--- src/rtl/eth_parser_pkg.sv ---
// ---------------------------------------------------------------------------
// eth_parser_pkg
// Shared types and constants for the Ethernet L2 parser pipeline.
//   mac_addr_t      : 48-bit MAC address
//   ethertype_t     : 16-bit EtherType
//   eth_metadata_t  : packed bundle of every field the metadata packager
//                     publishes downstream
//   pkgr_state_t    : frame-tracking state of the metadata packager
// ---------------------------------------------------------------------------
package eth_parser_pkg;

    typedef logic [47:0] mac_addr_t;
    typedef logic [15:0] ethertype_t;

    localparam ethertype_t ETH_TYPE_IPV4 = 16'h0800;
    localparam ethertype_t ETH_TYPE_IPV6 = 16'h86DD;
    localparam ethertype_t ETH_TYPE_ARP  = 16'h0806;

    localparam logic [4:0] L2_HDR_LEN_UNTAGGED = 5'd14;
    localparam logic [4:0] L2_HDR_LEN_TAGGED   = 5'd18;

    typedef struct packed {
        mac_addr_t  dest_mac;
        mac_addr_t  src_mac;
        ethertype_t ethertype;
        logic       vlan_present;
        logic [11:0] vlan_id;
        logic [4:0] l2_header_len;
        logic       is_ipv4;
        logic       is_ipv6;
        logic       is_arp;
        logic       is_unknown;
    } eth_metadata_t;

    // IDLE  : not inside a frame (armed = 0)
    // ARMED : inside a frame, metadata not yet sent
    // SENT  : inside a frame, metadata already sent
    typedef enum logic [1:0] {
        ST_IDLE  = 2'd0,
        ST_ARMED = 2'd1,
        ST_SENT  = 2'd2
    } pkgr_state_t;

    // Same header fields, class bits replaced by "unknown" for frames that
    // ended before the classifier produced a verdict.
    function automatic eth_metadata_t force_unknown(input eth_metadata_t m);
        eth_metadata_t r;
        r            = m;
        r.is_ipv4    = 1'b0;
        r.is_ipv6    = 1'b0;
        r.is_arp     = 1'b0;
        r.is_unknown = 1'b1;
        return r;
    endfunction

endpackage

--- src/rtl/metadata_packager.sv ---
// ---------------------------------------------------------------------------
// metadata_packager
// Final stage of the Ethernet L2 parser. Snapshots the parsed header fields
// into stable registers and emits exactly one single-cycle metadata_valid
// pulse per frame.
//
// Ports
//   clk, rst_n              parser clock / async active-low reset
//   frame_start, frame_end  one-cycle frame delimiters
//   dest_mac, src_mac, resolved_ethertype, vlan_present, vlan_id,
//   l2_header_len           parsed header fields
//   proto_valid             classifier verdict strobe
//   is_ipv4/ipv6/arp/unknown one-hot protocol class
//   meta_*                  registered copies, held until the next capture
//   metadata_valid          one-cycle pulse, meta_* valid on that cycle
// ---------------------------------------------------------------------------
module metadata_packager
    import eth_parser_pkg::*;
(
    input  logic        clk,
    input  logic        rst_n,
    input  logic        frame_start,
    input  logic        frame_end,
    input  mac_addr_t   dest_mac,
    input  mac_addr_t   src_mac,
    input  ethertype_t  resolved_ethertype,
    input  logic        vlan_present,
    input  logic [11:0] vlan_id,
    input  logic [4:0]  l2_header_len,
    input  logic        proto_valid,
    input  logic        is_ipv4,
    input  logic        is_ipv6,
    input  logic        is_arp,
    input  logic        is_unknown,
    output mac_addr_t   meta_dest_mac,
    output mac_addr_t   meta_src_mac,
    output ethertype_t  meta_ethertype,
    output logic        meta_vlan_present,
    output logic [11:0] meta_vlan_id,
    output logic [4:0]  meta_l2_header_len,
    output logic        meta_is_ipv4,
    output logic        meta_is_ipv6,
    output logic        meta_is_arp,
    output logic        meta_is_unknown,
    output logic        metadata_valid
);

    pkgr_state_t   state_q, state_d;
    eth_metadata_t meta_q,  meta_d;
    logic          valid_q, valid_d;

    eth_metadata_t fields_in;
    logic          armed_now;
    logic          sent_now;
    logic          capture;
    logic          fallback;

    assign fields_in = '{
        dest_mac:      dest_mac,
        src_mac:       src_mac,
        ethertype:     resolved_ethertype,
        vlan_present:  vlan_present,
        vlan_id:       vlan_id,
        l2_header_len: l2_header_len,
        is_ipv4:       is_ipv4,
        is_ipv6:       is_ipv6,
        is_arp:        is_arp,
        is_unknown:    is_unknown
    };

    always_comb begin
        // NOTE: every signal written here gets a default first so no path
        // leaves one unassigned, which would infer a latch.
        state_d   = state_q;
        meta_d    = meta_q;
        valid_d   = 1'b0;
        armed_now = 1'b0;
        sent_now  = 1'b0;

        unique case (state_q)
            ST_IDLE:  begin armed_now = 1'b0; sent_now = 1'b0; end
            ST_ARMED: begin armed_now = 1'b1; sent_now = 1'b0; end
            ST_SENT:  begin armed_now = 1'b1; sent_now = 1'b1; end
            default:  begin armed_now = 1'b0; sent_now = 1'b0; end
        endcase

        // frame_start acts before anything else on the same edge: it arms
        // the packager and discards whatever the previous frame left behind.
        if (frame_start) begin
            armed_now = 1'b1;
            sent_now  = 1'b0;
        end

        capture  = proto_valid && armed_now && !sent_now;
        fallback = !capture && frame_end && armed_now && !sent_now;

        if (capture) begin
            meta_d  = fields_in;
            valid_d = 1'b1;
        end else if (fallback) begin
            meta_d  = force_unknown(fields_in);
            valid_d = 1'b1;
        end

        if (frame_end || !armed_now) begin
            state_d = ST_IDLE;
        end else if (capture || sent_now) begin
            state_d = ST_SENT;
        end else begin
            state_d = ST_ARMED;
        end
    end

    always_ff @(posedge clk or negedge rst_n) begin
        // NOTE: sequential state uses non-blocking assignments so every
        // register samples the pre-edge values of its neighbours.
        if (!rst_n) begin
            state_q <= ST_IDLE;
            valid_q <= 1'b0;
            meta_q  <= '0;
        end else begin
            state_q <= state_d;
            valid_q <= valid_d;
            meta_q  <= meta_d;
        end
    end

    assign meta_dest_mac      = meta_q.dest_mac;
    assign meta_src_mac       = meta_q.src_mac;
    assign meta_ethertype     = meta_q.ethertype;
    assign meta_vlan_present  = meta_q.vlan_present;
    assign meta_vlan_id       = meta_q.vlan_id;
    assign meta_l2_header_len = meta_q.l2_header_len;
    assign meta_is_ipv4       = meta_q.is_ipv4;
    assign meta_is_ipv6       = meta_q.is_ipv6;
    assign meta_is_arp        = meta_q.is_arp;
    assign meta_is_unknown    = meta_q.is_unknown;
    assign metadata_valid     = valid_q;

endmodule

--- config.mk ---
export PLATFORM = sky130hd
export DESIGN_NAME = metadata_packager
export DESIGN_NICKNAME = d
export VERILOG_FILES = /design/src/rtl/eth_parser_pkg.sv /design/src/rtl/metadata_packager.sv
export SDC_FILE = /design/constraint.sdc
export NUM_CORES = 1
export LEC_CHECK = 0
export CORE_UTILIZATION = 37
export CTS_CLUSTER_SIZE = 24
export DETAILED_ROUTE_END_ITERATION = 6
export PLACE_DENSITY = 0.78
export SLEW_MARGIN = 40
export SYNTH_ARGS = -nofsm -noshare
export SYNTH_HDL_FRONTEND = slang
export SYNTH_SLANG_ARGS = --single-unit
--- constraint.sdc ---
create_clock -name clk -period 2.1 [get_ports clk]
set_clock_uncertainty 0.2 [all_clocks]
set_input_delay 0.42 -clock clk [delete_from_list [all_inputs] [get_ports clk]]
set_output_delay 0.42 -clock clk [all_outputs]
set_load 0.01 [all_outputs]
# ---- After elaboration in Yosys (flattened, before gate mapping)
# Cells that the tools add are included.
dict set report word_totals {
  ff_bits 137
  input_bits 139
  output_inout_bits 135
  word_cells 36
}
dict set report op_classes {
  n_eq_ne 2
  mux 10
  n_reduce_logical 12
}
# cell n
set ops {}
lappend ops {{$mux 134} 2}
lappend ops {{$mux 1} 6}
lappend ops {{$logic_and 1x1->1} 5}
lappend ops {{$mux 2} 2}
lappend ops {{$logic_not 1->1} 3}
lappend ops {{$eq 2x1->1 const B} 1}
lappend ops {{$eq 2x2->1 const B} 1}
lappend ops {{$logic_or 1x1->1} 2}
lappend ops {{$reduce_bool 2->1} 1}
lappend ops {{$reduce_or 2->1} 1}

# ---- Depth between registers and ports, before layout
# Gate-level depths: netlist (run 1).
dict set report logic_depth {
  ltp_word 12
  mapped_depth 8
  mapped_depth_nobuf 6
}

# ---- Worst setup path before layout (run 1)
# OpenSTA, ideal clock, no wires.
dict set report synth_path {
  path_kind {flip-flop to flip-flop}
  start {register state_q[0]}
  end {register meta_q (netlist bit meta_dest_mac[0])}
  setup_ns 0.125
  t_arrival_ns 1.654
  required_time_ns 1.775
  slack_ns 0.121
  stages_incl_launch_ff 9
  path_buffers 2
  synth_period_minus_slack_ns 1.979
  path_cell_list {dfrtp_1 inv_1 ha_1 o21bai_4 o21ai_4 inv_4 buf_12 buf_12 mux2_4}
}
dict set report synth_between {
  elab_chain_len 11
  word_cells_on_any_way 16
  cone_classes {eq/ne: 2; mux: 5; reduce/logical: 9}
}
# item line_no
set synth_lines {}
lappend synth_lines {{from (decl)} metadata_packager.sv:48} ;# pkgr_state_t state_q, state_d;
lappend synth_lines {{from (signal assigned)} metadata_packager.sv:122} ;# state_q <= state_d;
lappend synth_lines {{$eq 2x2->1 / $eq 2x1->1 (equally long branches)} metadata_packager.sv:80} ;# unique case (state_q)
lappend synth_lines {{$reduce_or 2->1 (no source line)} -}
lappend synth_lines {{$mux 1} metadata_packager.sv:80}
lappend synth_lines {{$mux 1} metadata_packager.sv:89} ;# if (frame_start) begin
lappend synth_lines {{$logic_and 1x1->1 (2 in a row)} metadata_packager.sv:94} ;# capture = proto_valid && armed_now && !sent_now;
lappend synth_lines {{$logic_not 1->1} metadata_packager.sv:95} ;# fallback = !capture && frame_end && armed_now && !sent_now;
lappend synth_lines {{$logic_and 1x1->1 (3 in a row)} metadata_packager.sv:95}
lappend synth_lines {{$reduce_bool 2->1 (no source line)} -}
lappend synth_lines {{to (signal assigned)} metadata_packager.sv:124} ;# meta_q <= meta_d;
lappend synth_lines {{to (decl)} metadata_packager.sv:49} ;# eth_metadata_t meta_q, meta_d;
# Several ways; a longest one is shown, not always the timed one.
# A chain may end at the register's enable or synchronous reset.

# ---- Final worst setup path (run 1)
dict set report layout_path {
  start {register state_q[0]}
  end {register meta_q (netlist bit meta_src_mac[28])}
}
# Same word-level chain as after synthesis.

==> impl_metrics.yaml, run 1 <==
run_status:
  status: "finished clean"
routing:
  avgViaCountPerCell: 4.66
  drt_iter0_drc: 74
  vias: 3676
  antenna_left: 0
  wl_per_cell_um: 18.1
  wl_mm: 14.3
  drcViolationCount: 0
  dr.pass1.iters: 4
clock_tree:
  cts_sinks: 137
  root_buffer: "clkbuf_16"
  cts_tree: "done"
  clockBufferDepth: 2
  cts_htree_levels: 4
  clock_latency_ps: 410
  numCtsBuffers: 17
  cts_setup_buffers: 0
  clk_pin_slew_ps: 60
yosys:
  synth-seq-area-share: 0.619
  synth-edff-count: 0
  yosys.cell_count.top_type: "dfrtp_1"
  ys_ff_latch: 137
  avgSynthCellArea_um2: 18.7
  yosys.area.top_type: "dfrtp_1"
  postSynthNetCount: 436
  async_reset_ff_frac: 1.00
  synth_top_cell_area_share: 0.619
  yosysWarnings: 0
  syn-cell-area_um2: 5540
  synth_ff_type: "dfrtp_1"
  ys_types: 17
  syn_inst: 296
  synth_area_leaders: "dfrtp_1, mux2_4, mux2_2"
  synth_common_cells: "dfrtp_1, mux2_4, mux2_2"
placement:
  hpwl_mm: 10.3
  gp_congestion: 0.770
  pre_cts_ws_ps: -184
  numPortBuffers: 273
  placed_area_um2: 8520
critical_path:
  cp-start-kind: "flip-flop"
  critical_path.endpoint_type: "flip-flop"
  crit_path_start: "state_q[0]"
  cp.required_ps: 2190
  critPathArrivalTime_ps: 2070
  path_max_fanout: 23
  r2r-start: "state_q[0]"
  crit_type: "flip-flop to flip-flop"
finish:
  drive_gt1_frac: 0.304
  antenna_cells: 0
  final_util: 0.626
  syn2layout_area_growth_pct: 64.7
  postLayoutCellArea_um2: 9130
  fin_nets: 732
power:
  internal-power_mw: 6.39
  power_frac_seq: 0.386
  p_per_area_nw_per_um2: 940
  p_sw_mw: 2.18
  pwr-share-clk: 0.344
  netSwitchingFraction: 0.254
  pwr-share-comb: 0.270
  p_leak_nw: 3.97
  irDropWorstVdd_mv: 0.602
timing:
  min_period_over_period: 0.944
  relSlewSlack: 0.729
  finalHoldViolCount: 0
  slew_viol_final: 0
  rsz0062_at_grt: "false"
  fin_hold_ws_ps: 303
  fin_tns_setup_ps: 0
  worstMarginPinSlew_ps: 406
  setup_violations: 0
  timing.final.ws_setup_ps: 118
  fin_crit_ps: 1980
  clock.fmax_mhz: 505
min_path:
  hold_path.startpoint: "meta_is_ipv6"
  hp-class: "flip-flop to flip-flop"
grt:
  grt_pass1_vias: 4121
  grt_pass1_wl_mm: 23.0
  grt_antenna_before_repair: 0
  grt_max_degree: 50
  grt_overflow: 0
  grt_usage: 0.195
floorplan:
  die_y_um: 124
  fp.dieW_um: 124
  rows: 44
  core_um2: 14600
  start_util: 0.380
  io_pins: 274
  dieArea_um2: 15500
flow_run:
  max_cap_violations: 0
==> final cells by class <==
| class | instances | area [um^2] |
|---|---|---|
| multi-input cells | 142 | 1890 |
| inverters | 3 | 18.8 |
| clock buffers | 19 | 443 |
| fillers | 1032 | 5460 |
| well taps | 184 | 230 |
| clock inverters | 13 | 141 |
| flip-flops and latches | 137 | 3430 |
| repair buffers | 291 | 2970 |
==> registers in the layout, summed over array words and instances, names as in the netlist <==
signal,cells
meta_vlan_present,1
meta_dest_mac,48
state_q,2
meta_is_arp,1
meta_src_mac,48
meta_is_ipv6,1
meta_vlan_id,12
meta_ethertype,16
metadata_valid,1
meta_is_ipv4,1
meta_l2_header_len,5
meta_is_unknown,1
==> worst paths after layout <==
path	end	slack (ps)	cells past startpoint
hold reg to reg	meta_is_ipv6	300	1
setup / recovery	meta_src_mac[28]	120	7
setup reg to reg	meta_src_mac[28]	120	7
min in group asynchronous	meta_ethertype[13]	320	2
max in group asynchronous	meta_src_mac[39]	760	3
hold / removal	meta_is_ipv6	300	1
==> layer usage <==
layer / routed length, um / global-route usage / share of wire / up-vias
met5: 0 / 0 / 0 / -
met4: 289 / 0.0787 / 0.020 / 0
met3: 1270 / 0.0885 / 0.089 / 23
met2: 7120 / 0.326 / 0.50 / 198
met1: 5620 / 0.215 / 0.39 / 1813
li1: - / - / - / 1642
==> power by group through the flow <==
| stage | Sequential, mW | Clock (mW) | Combinational, mW |
|---|---|---|---|
| 2_1_floorplan | 3.52 | 0 | 0.814 |
| 3_3_place_gp | 3.34 | 0 | 2.28 |
| 3_5_place_dp | 3.35 | 0 | 2.33 |
| 4_1_cts | 3.32 | 3.03 | 2.34 |
| 5_1_grt | 3.37 | 3.13 | 2.44 |
| 6_report | 3.31 | 2.95 | 2.32 |
==> worst max-delay path: stages (launching register included) <==
cell and delay [ps]:
dfrtp_1 360, inv_1 90, ha_4 220, o21bai_4 170, o21ai_4 100, inv_8 150, buf_12 230, mux2_4 320
==> stage by stage <==
step                total power, mW  instances
floorplan                      4.34        296
global placement               5.61        756
detailed placement             5.68        756
CTS                            8.69        789
global route                   8.94        789
finish                         8.58        789
==> kinds of logic (layout without fill, tap and decap cells) <==
kind of cell / Yosys count / in the layout / share of synthesized area
compound gates: 9 / 9 / 0.0174
fa+ha+maj: 1 / 1 / 0.00226
buf+inv: 17 / 326 / 0.0418
flops: 137 / 137 / 0.619
mux: 130 / 130 / 0.318
simple gates: 2 / 2 / 0.00158
==> layout by cell type (no fill, tap or decap), types with 2 or more instances in the layout <==
cell type        instances
dfrtp_1                137
clkdlybuf4s50_1        272
clkinv_2                 3
mux2_4                  80
inv_6                    4
clkbuf_16               17
bufinv_16                2
a32o_1                   3
buf_12                   8
mux2_2                  50
buf_4                    9
inv_1                    2
clkinvlp_4               3
==> what timing repair did <==
item | in CTS | in global routing
endpoints found under the setup margin | 0 | 84
hold buffers | 1 | 0
endpoints found under the hold margin | 39 | 0
resized for setup | 0 | 3
No activity file was read; power rests on OpenSTA's default activity.
==> run 2, diff against run 1 <==
CTS_CLUSTER_DIAMETER = 40   (was not set)
==> results of run 2 <==
The final DEF is identical to that of run 1; final timing and power are the same.
==> run 3, diff against run 2 <==
RECOVER_POWER = 25   (was not set)
SETUP_SLACK_MARGIN = 0.1   (was not set)
==> run 3 against run 2 <==
  * Die area unchanged
  * Clock power about the same
  * Total power increased by 1.9%
  * Via count increased by 2.6%
==> impl_metrics.yaml, run 3 (synthesis results as in run 1) <==
critical_path:
  crit_type: "flip-flop to flip-flop"
  critical_path.endpoint_type: "flip-flop"
  cp_cell_sequence: "inv_1 > ha_4 > o21bai_4 > o21ai_4 > inv_8 > buf_12 > buf_12 > mux2_2"
  cp-start-kind: "flip-flop"
  crit_end: "meta_dest_mac[39]"
  crit_top_cell: "buf_12"
  worstReg2RegEnd: "meta_dest_mac[39]"
  reg2regPathDepth: 8
  crit_path_start: "state_q[0]"
  max_stage_delay_ps: 360
  path_max_fanout: 11
  cp_slowest_cell: "dfrtp_1"
  ff2ff_setup_slack_ps: 120
  cp.required_ps: 2190
  critPathArrivalTime_ps: 2070
  r2r-start: "state_q[0]"
floorplan:
  die_y_um: 124
  io_pins: 274
  fp.dieW_um: 124
  core_um2: 14600
  rows: 44
  start_util: 0.380
  dieArea_um2: 15500
grt:
  grt_usage: 0.198
  grt_pass1_wl_mm: 23.3
  grt_antenna_before_repair: 0
  grt_max_degree: 50
  grt_pass1_vias: 4195
  grt_overflow: 0
finish:
  layout_common_cells: "clkdlybuf4s50_1, dfrtp_1, mux2_4"
  mostFrequentLayoutCell: "clkdlybuf4s50_1"
  drive_gt1_frac: 0.318
  syn2layout_area_growth_pct: 71.3
  antenna_cells: 0
  fin_nets: 744
  postLayoutCellArea_um2: 9490
timing:
  slew_viol_final: 0
  worstMarginPinSlew_ps: 1110
  min_period_over_period: 0.943
  rsz0062_at_grt: "true"
  fin_crit_ps: 1980
  finalHoldViolCount: 0
  relSlewSlack: 0.263
  fin_tns_setup_ps: 0
  clock.fmax_mhz: 505
  setup_violations: 0
routing:
  wl_mm: 15.2
  antenna_left: 0
  dr.pass1.iters: 4
  vias: 3773
  avgViaCountPerCell: 4.71
  drt_iter0_drc: 94
  drcViolationCount: 0
  wl_per_cell_um: 19.0
clock_tree:
  clockBufferDepth: 2
  numCtsBuffers: 17
  clk_pin_slew_ps: 60
  clock_latency_ps: 410
  root_buffer: "clkbuf_16"
  cts_tree: "done"
  cts_sinks: 137
  cts_htree_levels: 4
min_path:
  hold_path_depth: 1
  hp-class: "flip-flop to flip-flop"
placement:
  numPortBuffers: 273
  hpwl_mm: 10.3
  placed_area_um2: 8520
  gp_congestion: 0.770
power:
  irDropWorstVdd_mv: 0.604
  p_per_area_nw_per_um2: 921
  p_leak_nw: 4.42
flow_run:
  max_cap_violations: 0
run_status:
  status: "finished clean"
run 3: changes by cell type in the layout (fill, tap and decap cells not counted), moves of 3 or more:
cell             change
mux2_2              -27
mux2_4              +27
clkdlybuf4s50_1     -26
dlymetal6s2s_1      +24
buf_4                +3
clkbuf_16            +3
run 3: how the worst min path moves through the flow:
stage	endpoint	slack, ps	from
2_1_floorplan	meta_dest_mac[0]	-80	rst_n
3_3_place_gp	meta_src_mac[5]	160	rst_n
3_5_place_dp	meta_ethertype[13]	170	rst_n
4_1_cts	meta_src_mac[1]	290	rst_n
5_1_grt	meta_dest_mac[1]	310	meta_dest_mac[1]
6_report	meta_dest_mac[1]	310	meta_dest_mac[1]
run 3: critical path: cells and delay by family (launching register included):
| family | cells | cell delay [ps] |
|---|---|---|
| buf+inv | 4 | 460 |
| flops | 1 | 360 |
| fa+ha+maj | 1 | 210 |
| compound gates | 2 | 280 |
| mux | 1 | 330 |
run 3: through the flow:
stage | total power, mW | setup WS, ps | hold WS (ps) | util | cells
floorplan | 4.34 | 121 | -75.6 | - | 296
global placement | 5.61 | -111 | 155 | 0.584 | 756
detailed placement | 5.68 | -184 | 171 | 0.584 | 756
CTS | 8.74 | 100 | 289 | 0.632 | 795
global route | 9.09 | 31.3 | 313 | 0.651 | 801
finish | 8.74 | 119 | 306 | 0.651 | 801
run 3: metal layers:
metal | up-vias | wire, um | share of wire | global-route usage
met3 | 27 | 1310 | 0.086 | 0.0893
li1 | 1668 | - | - | -
met4 | 0 | 341 | 0.022 | 0.0836
met5 | - | 0 | 0 | 0
met2 | 199 | 7690 | 0.51 | 0.331
met1 | 1879 | 5880 | 0.39 | 0.217
run 3: area by class of cell:
| cell class | instances | area, um^2 |
|---|---|---|
| Fill cell | 993 | 5090 |
| Sequential cell | 137 | 3430 |
| Timing Repair Buffer | 302 | 3230 |
| Multi-Input combinational cell | 142 | 2000 |
| Clock buffer | 19 | 443 |
| Tap cell | 184 | 230 |
| Clock inverter | 13 | 141 |
| Inverter | 3 | 18.8 |
| Timing Repair inverter | 1 | 6.26 |
run 3: repair_timing:
action / in CTS / in global routing
gates resized for setup: 5 / 54
hold buffers: 1 / 0
setup buffers: 4 / 2
setup endpoints to repair: 129 / 100
pin swaps: 1 / 2
hold endpoints to repair: 39 / 0
cloned: 2 / 4
run 3: power by group:
| part | leakage (nW) | switching, mW | internal [mW] |
|---|---|---|---|
| Combinational | 2.54 | 0.819 | 1.64 |
| Sequential | 1.60 | 0.250 | 3.07 |
| Clock | 0.281 | 1.17 | 1.79 |
| Total | 4.42 | 2.24 | 6.50 |
